<file path="src/rtl/fifo_pkg.sv">
// Shared definitions for the parametrised FIFO: per-edge operation encoding
// and elaboration-time sizing helpers.
package fifo_pkg;

   // Bit order matches {write accepted, read accepted}.
   typedef enum logic [1:0] {
      OP_NONE  = 2'b00,
      OP_READ  = 2'b01,
      OP_WRITE = 2'b10,
      OP_BOTH  = 2'b11
   } fifo_op_e;

   function automatic int count_width(input int depth);
      return $clog2(depth + 1);
   endfunction

   function automatic bit is_pow2(input int value);
      return (value > 0) && ((value & (value - 1)) == 0);
   endfunction

endpackage : fifo_pkg

</file>
<file path="src/rtl/fifo_mem_sync.sv">
// DEPTH x DATA_WIDTH storage with a synchronous write port and a registered
// read port; only the read register is reset, the array itself is not.
module fifo_mem_sync
   import fifo_pkg::*;
#(
   parameter int DATA_WIDTH = 16,
   parameter int DEPTH      = 8
) (
   input  logic                     i_clk,
   input  logic                     i_rst_n,
   input  logic                     i_we,
   input  logic [$clog2(DEPTH)-1:0] i_waddr,
   input  logic [DATA_WIDTH-1:0]    i_wdata,
   input  logic                     i_re,
   input  logic [$clog2(DEPTH)-1:0] i_raddr,
   output logic [DATA_WIDTH-1:0]    o_rdata
);

   logic [DATA_WIDTH-1:0] r_mem [DEPTH];
   logic [DATA_WIDTH-1:0] r_rdata;

   // NOTE: the array has no reset so it maps onto plain storage cells; a
   // reset here would force a flop plus clear logic per bit for no benefit.
   always_ff @(posedge i_clk) begin
      if (i_we) begin
         r_mem[i_waddr] <= i_wdata;
      end
   end

   // NOTE: non-blocking assignment lets a read and a write to the same
   // address on one edge return the old word, which the full-FIFO
   // simultaneous read+write case relies on.
   always_ff @(posedge i_clk or negedge i_rst_n) begin
      if (!i_rst_n) begin
         r_rdata <= '0;
      end else if (i_re) begin
         r_rdata <= r_mem[i_raddr];
      end
   end

   assign o_rdata = r_rdata;

endmodule : fifo_mem_sync

</file>
<file path="src/rtl/fifo_queue_param.sv">
// Parametrised single-clock FIFO: pointers, fill count, status decodes,
// sticky error flags and synchronous flush around a registered-read memory.
module fifo_queue_param
   import fifo_pkg::*;
#(
   parameter int DATA_WIDTH          = 16,
   parameter int DEPTH               = 8,
   parameter int ALMOST_FULL_THRESH  = DEPTH - 2,
   parameter int ALMOST_EMPTY_THRESH = 2
) (
   input  logic                          Clk_In,
   input  logic                          Reset_N_In,
   input  logic                          Flush_In,
   input  logic [DATA_WIDTH-1:0]         Data_In,
   input  logic                          Write_Enable_In,
   input  logic                          Read_Enable_In,
   output logic [DATA_WIDTH-1:0]         Data_Out,
   output logic                          Data_Valid_Out,
   output logic                          FIFO_Full,
   output logic                          FIFO_Empty,
   output logic                          Almost_Full,
   output logic                          Almost_Empty,
   output logic [count_width(DEPTH)-1:0] Fill_Count,
   output logic                          Overflow,
   output logic                          Underflow
);

   localparam int PTR_W = $clog2(DEPTH);
   localparam int CNT_W = count_width(DEPTH);

   localparam logic [CNT_W-1:0] CNT_FULL = CNT_W'(DEPTH);
   localparam logic [CNT_W-1:0] CNT_AF   = CNT_W'(ALMOST_FULL_THRESH);
   localparam logic [CNT_W-1:0] CNT_AE   = CNT_W'(ALMOST_EMPTY_THRESH);

   if (!is_pow2(DEPTH) || DEPTH < 2) begin : g_bad_depth
      $error("fifo_queue_param: DEPTH must be a power of 2 and >= 2");
   end
   if (ALMOST_FULL_THRESH < 1 || ALMOST_FULL_THRESH > DEPTH) begin : g_bad_af
      $error("fifo_queue_param: ALMOST_FULL_THRESH out of range 1..DEPTH");
   end
   if (ALMOST_EMPTY_THRESH < 0 || ALMOST_EMPTY_THRESH > DEPTH - 1) begin : g_bad_ae
      $error("fifo_queue_param: ALMOST_EMPTY_THRESH out of range 0..DEPTH-1");
   end

   logic [PTR_W-1:0] r_wr_ptr;
   logic [PTR_W-1:0] r_rd_ptr;
   logic [CNT_W-1:0] r_count;
   logic             r_data_valid;
   logic             r_overflow;
   logic             r_underflow;

   logic             w_full;
   logic             w_empty;
   logic             w_rd_acc;
   logic             w_wr_acc;
   logic             w_rd_rej;
   logic             w_wr_rej;
   fifo_op_e         w_op;
   logic [CNT_W-1:0] w_count_next;

   assign w_full  = (r_count == CNT_FULL);
   assign w_empty = (r_count == '0);

   // Flush masks every request, so nothing is accepted or flagged that cycle.
   assign w_rd_acc = Read_Enable_In  && !w_empty && !Flush_In;
   assign w_wr_acc = Write_Enable_In && (!w_full || w_rd_acc) && !Flush_In;
   assign w_rd_rej = Read_Enable_In  && !w_rd_acc && !Flush_In;
   assign w_wr_rej = Write_Enable_In && !w_wr_acc && !Flush_In;

   assign w_op = fifo_op_e'({w_wr_acc, w_rd_acc});

   // NOTE: the default assignment ahead of the case keeps this block
   // purely combinational; a missing path would otherwise infer a latch.
   always_comb begin
      w_count_next = r_count;
      unique case (w_op)
         OP_WRITE: w_count_next = r_count + CNT_W'(1);
         OP_READ:  w_count_next = r_count - CNT_W'(1);
         default:  w_count_next = r_count;
      endcase
   end

   always_ff @(posedge Clk_In or negedge Reset_N_In) begin
      if (!Reset_N_In) begin
         r_wr_ptr     <= '0;
         r_rd_ptr     <= '0;
         r_count      <= '0;
         r_data_valid <= 1'b0;
         r_overflow   <= 1'b0;
         r_underflow  <= 1'b0;
      end else if (Flush_In) begin
         r_wr_ptr     <= '0;
         r_rd_ptr     <= '0;
         r_count      <= '0;
         r_data_valid <= 1'b0;
         r_overflow   <= 1'b0;
         r_underflow  <= 1'b0;
      end else begin
         if (w_wr_acc) begin
            r_wr_ptr <= r_wr_ptr + PTR_W'(1);
         end
         if (w_rd_acc) begin
            r_rd_ptr <= r_rd_ptr + PTR_W'(1);
         end
         r_count      <= w_count_next;
         r_data_valid <= w_rd_acc;
         if (w_wr_rej) begin
            r_overflow <= 1'b1;
         end
         if (w_rd_rej) begin
            r_underflow <= 1'b1;
         end
      end
   end

   // The memory read register doubles as Data_Out, so it holds on flush.
   fifo_mem_sync #(
      .DATA_WIDTH (DATA_WIDTH),
      .DEPTH      (DEPTH)
   ) u_mem (
      .i_clk   (Clk_In),
      .i_rst_n (Reset_N_In),
      .i_we    (w_wr_acc),
      .i_waddr (r_wr_ptr),
      .i_wdata (Data_In),
      .i_re    (w_rd_acc),
      .i_raddr (r_rd_ptr),
      .o_rdata (Data_Out)
   );

   assign Data_Valid_Out = r_data_valid;
   assign FIFO_Full      = w_full;
   assign FIFO_Empty     = w_empty;
   assign Almost_Full    = (r_count >= CNT_AF);
   assign Almost_Empty   = (r_count <= CNT_AE);
   assign Fill_Count     = r_count;
   assign Overflow       = r_overflow;
   assign Underflow      = r_underflow;

endmodule : fifo_queue_param

</file>
<file path="config.mk">
export PLATFORM = sky130hd
export DESIGN_NAME = fifo_queue_param
export DESIGN_NICKNAME = d
export VERILOG_FILES = /design/src/rtl/fifo_pkg.sv /design/src/rtl/fifo_mem_sync.sv /design/src/rtl/fifo_queue_param.sv
export SDC_FILE = /design/constraint.sdc
export NUM_CORES = 1
export LEC_CHECK = 0
export ABC_AREA = 1
export CAP_MARGIN = 20
export CORE_MARGIN = 10
export CORE_UTILIZATION = 58
export CTS_CLUSTER_SIZE = 16
export DETAILED_ROUTE_END_ITERATION = 7
export GPL_ROUTABILITY_DRIVEN = 0
export MAX_ROUTING_LAYER = met4
export PLACE_DENSITY_LB_ADDON = 0.25
export SYNTH_ARGS = -nofsm -noshare
export SYNTH_HDL_FRONTEND = slang
export SYNTH_SLANG_ARGS = --single-unit
</file>
<file path="constraint.sdc">
create_clock -name Clk_In -period 2.4 [get_ports Clk_In]
set_clock_uncertainty 0.15 [all_clocks]
set_input_delay 0.36 -clock Clk_In [delete_from_list [all_inputs] [get_ports Clk_In]]
set_output_delay 0.36 -clock Clk_In [all_outputs]
set_load 0.01 [all_outputs]
</file>
==> summary.md, run 1 <==
| Metric | Value |
|---|---|
| Clk pwr share | 0.389 |
| # nets final | 615 |
| Crit path time final | 2310 ps |
| Post-synthesis average cell area | 12.4 µm² |
| Non-filler cells, final | 742 |
| Row cnt | 38 |
| Max-cap violations | 0 |
| Post-synthesis sequential area ratio | 0.711 |
| CP Cell Sequence | nor2_4, o21ai_0, inv_1, clkdlybuf4s50_1 |
| Die Y | 125 µm |
| Root Driver | clkbuf_8 |
| Total negative slack | 0 ps |
| Clk slew on worst S/H paths | 60 ps |
| CP delay by family, top | buffers and inverters |
| Crit-path max FO | 5 |
| Post-Synth Simple-Gate Area | 0.144 |
| TritonCTS clock tree | done |
| # hold bufs at CTS | 0 |
| Crit path largest cell delay | 520 ps |
| Synth Area in XOR/XNOR | 0.00273 |
| Comb power frac | 0.130 |
| Netlist cell types | 31 |
| Initial antenna violation count | 0 |
| Leakage power | 0.00290 µW |
| Grt total ovfl | 0 |
| Dpl hpwl | 8470 µm |
| Actual slew at the worst max-slew pin | 402 ps |
| Clk_lat worst skew | 520 ps |
| DR vias | 4243 |
| Vias in the first global route | 4301 |
| Worst path buffer plus inverter count | 2 |
| TritonCTS Buffers | 17 |
| Clock Tree Buf Depth | 2 |
| Critical Path AT | 1800 ps |
| Sw frac | 0.227 |
| Critical path class | flip-flop to output port |
| Post-synthesis compound-gate area fraction | 0.0972 |
| Max Slew Vio Count | 0 |
| Number of flops mapped to enable cells by yosys | 128 |
| Internal power | 5170 µW |
| Die width | 125 µm |
| CP max-delay cell | clkdlybuf4s50_1 |
| CTS sink count | 157 |
| Switching pwr | 1520 µW |
| Hold Vio Cnt, Final | 0 |
| Layout cell share with drive strength beyond 1 | 0.140 |
| I/O Pins | 48 |
| Initial Utilization | 0.593 |
| Final antenna-violating net count | 0 |
| F_max | 433 MHz |
| H-tree lvl count | 4 |
| RSZ-0062 raised after global routing | false |
| IO buf count | 47 |
| Synth Area in Adders | 0.0109 |
| Core area | 0.0108 mm² |
| DP Cell Count | 707 |
| DRC errors left | 0 |
| Crit. End Element | output port |
| Wire per inst | 18.7 µm |
| Mux cell area share after synthesis | 0 |
| VDD IR max | 658 µV |
| Final WL | 13900 µm |
| Synth top area share | 0.598 |
| GRT Resource Usage Total | 0.182 |
| Mapped Area | 0.00642 mm² |
| HP Class | primary input to async pin |
| Largest net degree at the start of global routing | 67 |
| First-pass GRT wire length | 22000 µm |
| Worst setup SP type | flip-flop |
| Req. time, crit path | 1890 ps |
| Tcrit/Tclk final | 0.962 |
| Cell accounting for the most synthesized area | edfxtp_1 |
| Endpoints failing setup | 0 |
| #FFs+latches synth | 157 |
| DR iter-0 viols | 390 |
| PD cells | 861 mW/mm² |
| Largest cells by area after synthesis | edfxtp_1, dfrtp_1, nor2_1 |
| Layout area overhead | 21.0% |
| Synth Warn # | 0 |
| Cells after Synth | 517 |
| # fillers | 713 |
| Status | finished, final reports clean |
| Main combinational cell family by area after synthesis | simple AND/OR/NAND/NOR gates |
| Total die area | 0.0157 mm² |
| Max_slew headroom | 0.732 |
| Ys async rst share | 0.185 |
| Net count after synthesis | 543 |
| Sequential share of power | 0.480 |
| Ys flop type | edfxtp_1 |
| Routed vias/inst | 5.72 |
| First-pass DRT Iterations | 7 |
| Ant diodes | 0 |
==> per-layer routing <==
metal  vias to the layer above  routed length, µm  track usage
met5                         -                  0            -
met4                         0                218       0.0745
met3                        23                676       0.0414
met2                       117               7200        0.307
met1                      2111               5800        0.206
li1                       1992                  -            -
==> synthesized netlist by cell type, types with 2 or more instances <==
cell type / count
clkbuf_1: 4
o21ai_0: 62
xor2_1: 2
nand4_1: 5
nand3_1: 24
inv_2: 4
edfxtp_1: 128
a21oi_1: 4
nor2_2: 2
buf_2: 16
dfrtp_1: 29
nand2_1: 56
ha_1: 4
nor3_2: 4
o211ai_1: 32
buf_4: 5
o21ai_1: 6
nor2_1: 103
nand2_4: 3
inv_4: 2
nand3_4: 2
inv_1: 10
nand4_2: 2
==> area by class of cell <==
type	count	area, µm²	area share
multi-input combinational	316	1640	0.212
inverter	17	68.8	0.00886
clock buffer	25	464	0.0597
timing repair buffer	80	732	0.0942
clock inverter	7	114	0.0147
tap	140	175	0.0225
sequential	157	4570	0.588
==> placed cells by master, fill, tap and decap left out, types with 2 or more instances in the layout <==
master / Yosys / final
nand3_4: 2 / 2
dfrtp_2: 0 / 3
clkinv_2: 0 / 3
nor3_2: 4 / 4
nand4_1: 5 / 5
inv_1: 10 / 10
nand2_4: 3 / 3
clkbuf_1: 4 / 6
nand2_1: 56 / 56
o21ai_1: 6 / 6
dfrtp_1: 29 / 26
edfxtp_1: 128 / 128
a21oi_1: 4 / 4
inv_2: 4 / 4
o211ai_1: 32 / 32
nor2_4: 0 / 2
nand3_1: 24 / 24
clkdlybuf4s50_1: 0 / 45
clkbuf_16: 0 / 16
buf_4: 5 / 32
inv_4: 2 / 2
bufinv_16: 0 / 3
xor2_1: 2 / 2
clkbuf_8: 0 / 3
ha_1: 4 / 4
nor2_1: 103 / 103
nand4_2: 2 / 2
o21ai_0: 62 / 62
==> final timing paths <==
check                                  from  cells past startpoint  slack [ps]          endpoint
max in group asynchronous        Reset_N_In                      2        1720     Fill_Count[0]
min reg2reg                u_mem.o_rdata[4]                      2         330  u_mem.o_rdata[4]
min in group Clk_In        u_mem.o_rdata[4]                      2         330  u_mem.o_rdata[4]
max                           Fill_Count[2]                      4          90      Almost_Empty
max reg2reg                   Fill_Count[2]                     13         330     Fill_Count[3]
min                              Reset_N_In                      2          80     Fill_Count[2]
==> cell families (layout without fill, tap and decap cells) <==
| family | after synthesis | count (layout) |
|---|---|---|
| AND/OR/NAND/NOR | 203 | 203 |
| flip-flops | 157 | 157 |
| AO/OA/AOI/OAI | 106 | 106 |
| buffers and inverters | 44 | 129 |
| adder cells (fa/ha/maj) | 5 | 5 |
| XOR/XNOR | 2 | 2 |
==> power groups by stage <==
stage / sequential (µW) / clock, µW / combinational (µW)
2_1_floorplan: 3320 / 0 / 340
3_3_place_gp: 3260 / 0 / 850
3_5_place_dp: 3270 / 0 / 873
4_1_cts: 3220 / 2650 / 889
5_1_grt: 3230 / 2780 / 955
6_report: 3210 / 2610 / 871
==> sequential cells by signal (all words and copies together), names as in the netlist <==
| register | flops |
|---|---|
| r_rd_ptr | 3 |
| u_mem.o_rdata | 16 |
| Underflow | 1 |
| u_mem.r_mem | 128 |
| Overflow | 1 |
| r_wr_ptr | 3 |
| Fill_Count | 4 |
| Data_Valid_Out | 1 |
==> metrics by stage <==
| step | hold WS (ps) | total power (µW) | cell area, µm² | util | setup slack (ps) |
|---|---|---|---|---|---|
| floorplan | -85.6 | 3660 | 6420 | - | 102 |
| global placement | 311 | 4110 | 7160 | 0.660 | 137 |
| detailed placement | 322 | 4140 | 7160 | 0.660 | 61.4 |
| CTS | 76.4 | 6750 | 7770 | 0.717 | 3.00 |
| global route | 116 | 6960 | 7770 | 0.717 | 1.24 |
| finish | 79.4 | 6690 | 7770 | 0.717 | 90.7 |
==> timing repair <==
| item | in CTS | in global routing |
|---|---|---|
| endpoints found under the setup margin | 4 | 2 |
| resized for setup | 5 | 2 |
| buffers inserted | 3 | 0 |
| pin swaps | 1 | 0 |
(Power assumes the default switching activity.)
==> run 2, diff against run 1 <==
- PLACE_DENSITY: default -> 0.79
- PLACE_DENSITY_LB_ADDON: 0.25 -> default
==> run 2 against run 1 <==
Compared with the run above:
- largest power group unchanged
- maximum frequency rose by 0.74%
- first-iteration DRC count fell by 0.26%
- combinational power rose by 1%
- global-route usage rose by 0.80 points
- register-to-register slack barely moved
- core utilization fell by 0.069 points
- cell count rose by 0.54%
- sequential power barely moved
- critical path depth did not move
- sequential share of layout area rose by 0.073 points
- hold slack got worse by 5.1 ps
- setup slack improved by 17 ps
==> summary.md, run 2 (synthesis gave the netlist of run 1 again) <==
| Metric | Value |
|---|---|
| Sw frac | 0.238 (+0.0104) |
| Non-filler cells, final | 746 (+0.54%) |
| Row cnt | 38 (unchanged) |
| Routed vias/inst | 5.89 (+3.0%) |
| IO buf count | 47 (unchanged) |
| Die Y | 125 µm (unchanged) |
| Crit path time final | 2290 ps (-16.9 ps) |
| Internal power | 4960 µW (-4.1%) |
| CTS sink count | 157 (unchanged) |
| Leakage power | 0.00290 µW (-0.13%) |
| First-pass DRT Iterations | 5 (-2) |
| Comb power frac | 0.136 (+0.006) |
| Crit-path max FO | 3 (-2) |
| # nets final | 619 (+0.65%) |
| Final Worst Setup Slack | 108 ps (+16.9 ps) |
| Clock Tree Buf Depth | 2 (unchanged) |
| Crit Reg-Reg Endpoint | Fill_Count[3] |
| # fillers | 718 (+0.70%) |
| F_max | 436 MHz (+0.74%) |
| Root Driver | clkbuf_8 |
| First-pass GRT wire length | 23200 µm (+5.4%) |
| Dpl hpwl | 9010 µm (+6.5%) |
| Setup WS pre-CTS | 79.1 ps (+17.6 ps) |
| Hold Vio Cnt, Final | 0 (unchanged) |
| Switching pwr | 1550 µW (+1.6%) |
| DR vias | 4393 (+3.5%) |
| Grt total ovfl | 0 (unchanged) |
| Most common cell after layout, fill and taps aside | edfxtp_1 |
| Initial antenna violation count | 0 (unchanged) |
| # hold bufs at CTS | 0 (unchanged) |
| Max-cap violations | 0 (unchanged) |
| RSZ-0062 raised after global routing | false |
| Vias in the first global route | 4449 (+3.4%) |
| Final antenna-violating net count | 0 (unchanged) |
| Pwr Total | 6500 µW (-2.8%) |
| WHS | 74.3 ps (-5.09 ps) |
| Biggest register | u_mem.r_mem |
| HP Class | primary input to async pin |
| DP Cell Count | 707 (unchanged) |
| Clk slew on worst S/H paths | 60 ps (about the same) |
| Actual slew at the worst max-slew pin | 600 ps (+198 ps) |
| PD cells | 837 mW/mm² (-2.7%) |
| Largest register FFs | 128 (unchanged) |
| TritonCTS clock tree | done |
| I/O Pins | 48 (unchanged) |
| Tcrit/Tclk final | 0.955 (-0.00702) |
| Die width | 125 µm (unchanged) |
| Largest net degree at the start of global routing | 67 (unchanged) |
| DRC errors left | 0 (unchanged) |
| Worst reg2reg startpoint | Fill_Count[2] |
| Reg2reg path depth | 13 (unchanged) |
| Critical Path AT | 1780 ps (-20 ps) |
| Status | finished, final reports clean |
| DR iter-0 viols | 389 (-0.26%) |
| Wire per inst | 19.3 µm (+3.1%) |
| Met1 wire length | 5780 µm (-0.28%) |
| Layout cell share with drive strength beyond 1 | 0.149 (+0.00898) |
| Total die area | 0.0157 mm² (unchanged) |
| GRT Resource Usage Total | 0.190 (+0.00799) |
| Endpoints failing setup | 0 (unchanged) |
| Max_slew headroom | 0.598 (-0.134) |
| Clk_lat worst skew | 530 ps (about the same) |
| H-tree lvl count | 4 (unchanged) |
| Critical path class | flip-flop to output port |
| Final WL | 14400 µm (+3.7%) |
| Clk pwr share | 0.371 (-0.018) |
| R2R setup slack | 340 ps (about the same) |
| Sequential share of power | 0.494 (+0.014) |
| Req. time, crit path | 1890 ps (about the same) |
| Commonest cells after routing, fill and taps aside | edfxtp_1, nor2_1, o21ai_0 |
| Layout area overhead | 20.9% (about the same) |
| Ant diodes | 0 (unchanged) |
| VDD IR max | 635 µV (-3.5%) |
| Met3 routed WL | 1150 µm (+70%) |
| Crit. End Element | output port |
| Initial Utilization | 0.593 (unchanged) |
| Max Slew Vio Count | 0 (unchanged) |
| Total negative slack | 0 ps (unchanged) |
| Max Used Layer | met4 |
| Core area | 0.0108 mm² (unchanged) |
| TritonCTS Buffers | 17 (unchanged) |
| Met2 Wirelength | 7150 µm (-0.64%) |
| Worst setup SP type | flip-flop |
## run 2: repair_timing
action                                  CTS  global route
gates resized for setup                   8             1
endpoints found under the setup margin    3             1
endpoints found under the hold margin     0             0
buffers inserted                          7             0
cloned                                    0             0
## run 2: final cells by class
| type | instances | area, µm² | area share |
|---|---|---|---|
| flip-flops and latches | 157 | 4570 | 0.589 |
| multi-input cells | 316 | 1640 | 0.212 |
| repair buffers | 84 | 773 | 0.0996 |
| clock buffers | 23 | 457 | 0.0588 |
| well taps | 140 | 175 | 0.0226 |
| clock inverters | 9 | 71.3 | 0.00919 |
| inverters | 17 | 68.8 | 0.00886 |
## run 2: layer usage
metal  GRT usage  vias to the layer above
met5           -                        -
met4      0.0874                        0
met3      0.0414                       39
met2       0.305                      224
met1       0.226                     2129
li1            -                     2001
## run 2: worst max path at each step
stage,start,cells past startpoint,end
after CTS,Fill_Count[0],5,Almost_Empty
after floorplan,Fill_Count[0],6,u_mem.r_mem[0][0]
after global routing,Fill_Count[1],4,Almost_Full
after detailed placement,Flush_In,8,u_mem.r_mem[3][15]
after global placement,Flush_In,13,Fill_Count[3]
final,Fill_Count[1],4,Almost_Full
## run 2: stage by stage
step / instance area [µm²] / utilization
4_1_cts: 7760 / 0.716
3_5_place_dp: 7170 / 0.661
3_3_place_gp: 7170 / 0.661
5_1_grt: 7760 / 0.716
6_report: 7760 / 0.716
2_1_floorplan: 6420 / -
## run 2: worst max-delay path: stages, from the launching register on
cell and delay (ps):
dfrtp_2 410, buf_4 130, inv_1 40, a21oi_1 130, clkdlybuf4s50_1 560
## run 2: power by group through the flow
stage,Sequential [µW],Combinational (µW),Clock [µW]
floorplan,3320,340,0
global placement,3250,847,0
detailed placement,3270,878,0
CTS,3210,898,2430
global route,3230,973,2550
finish,3210,882,2410
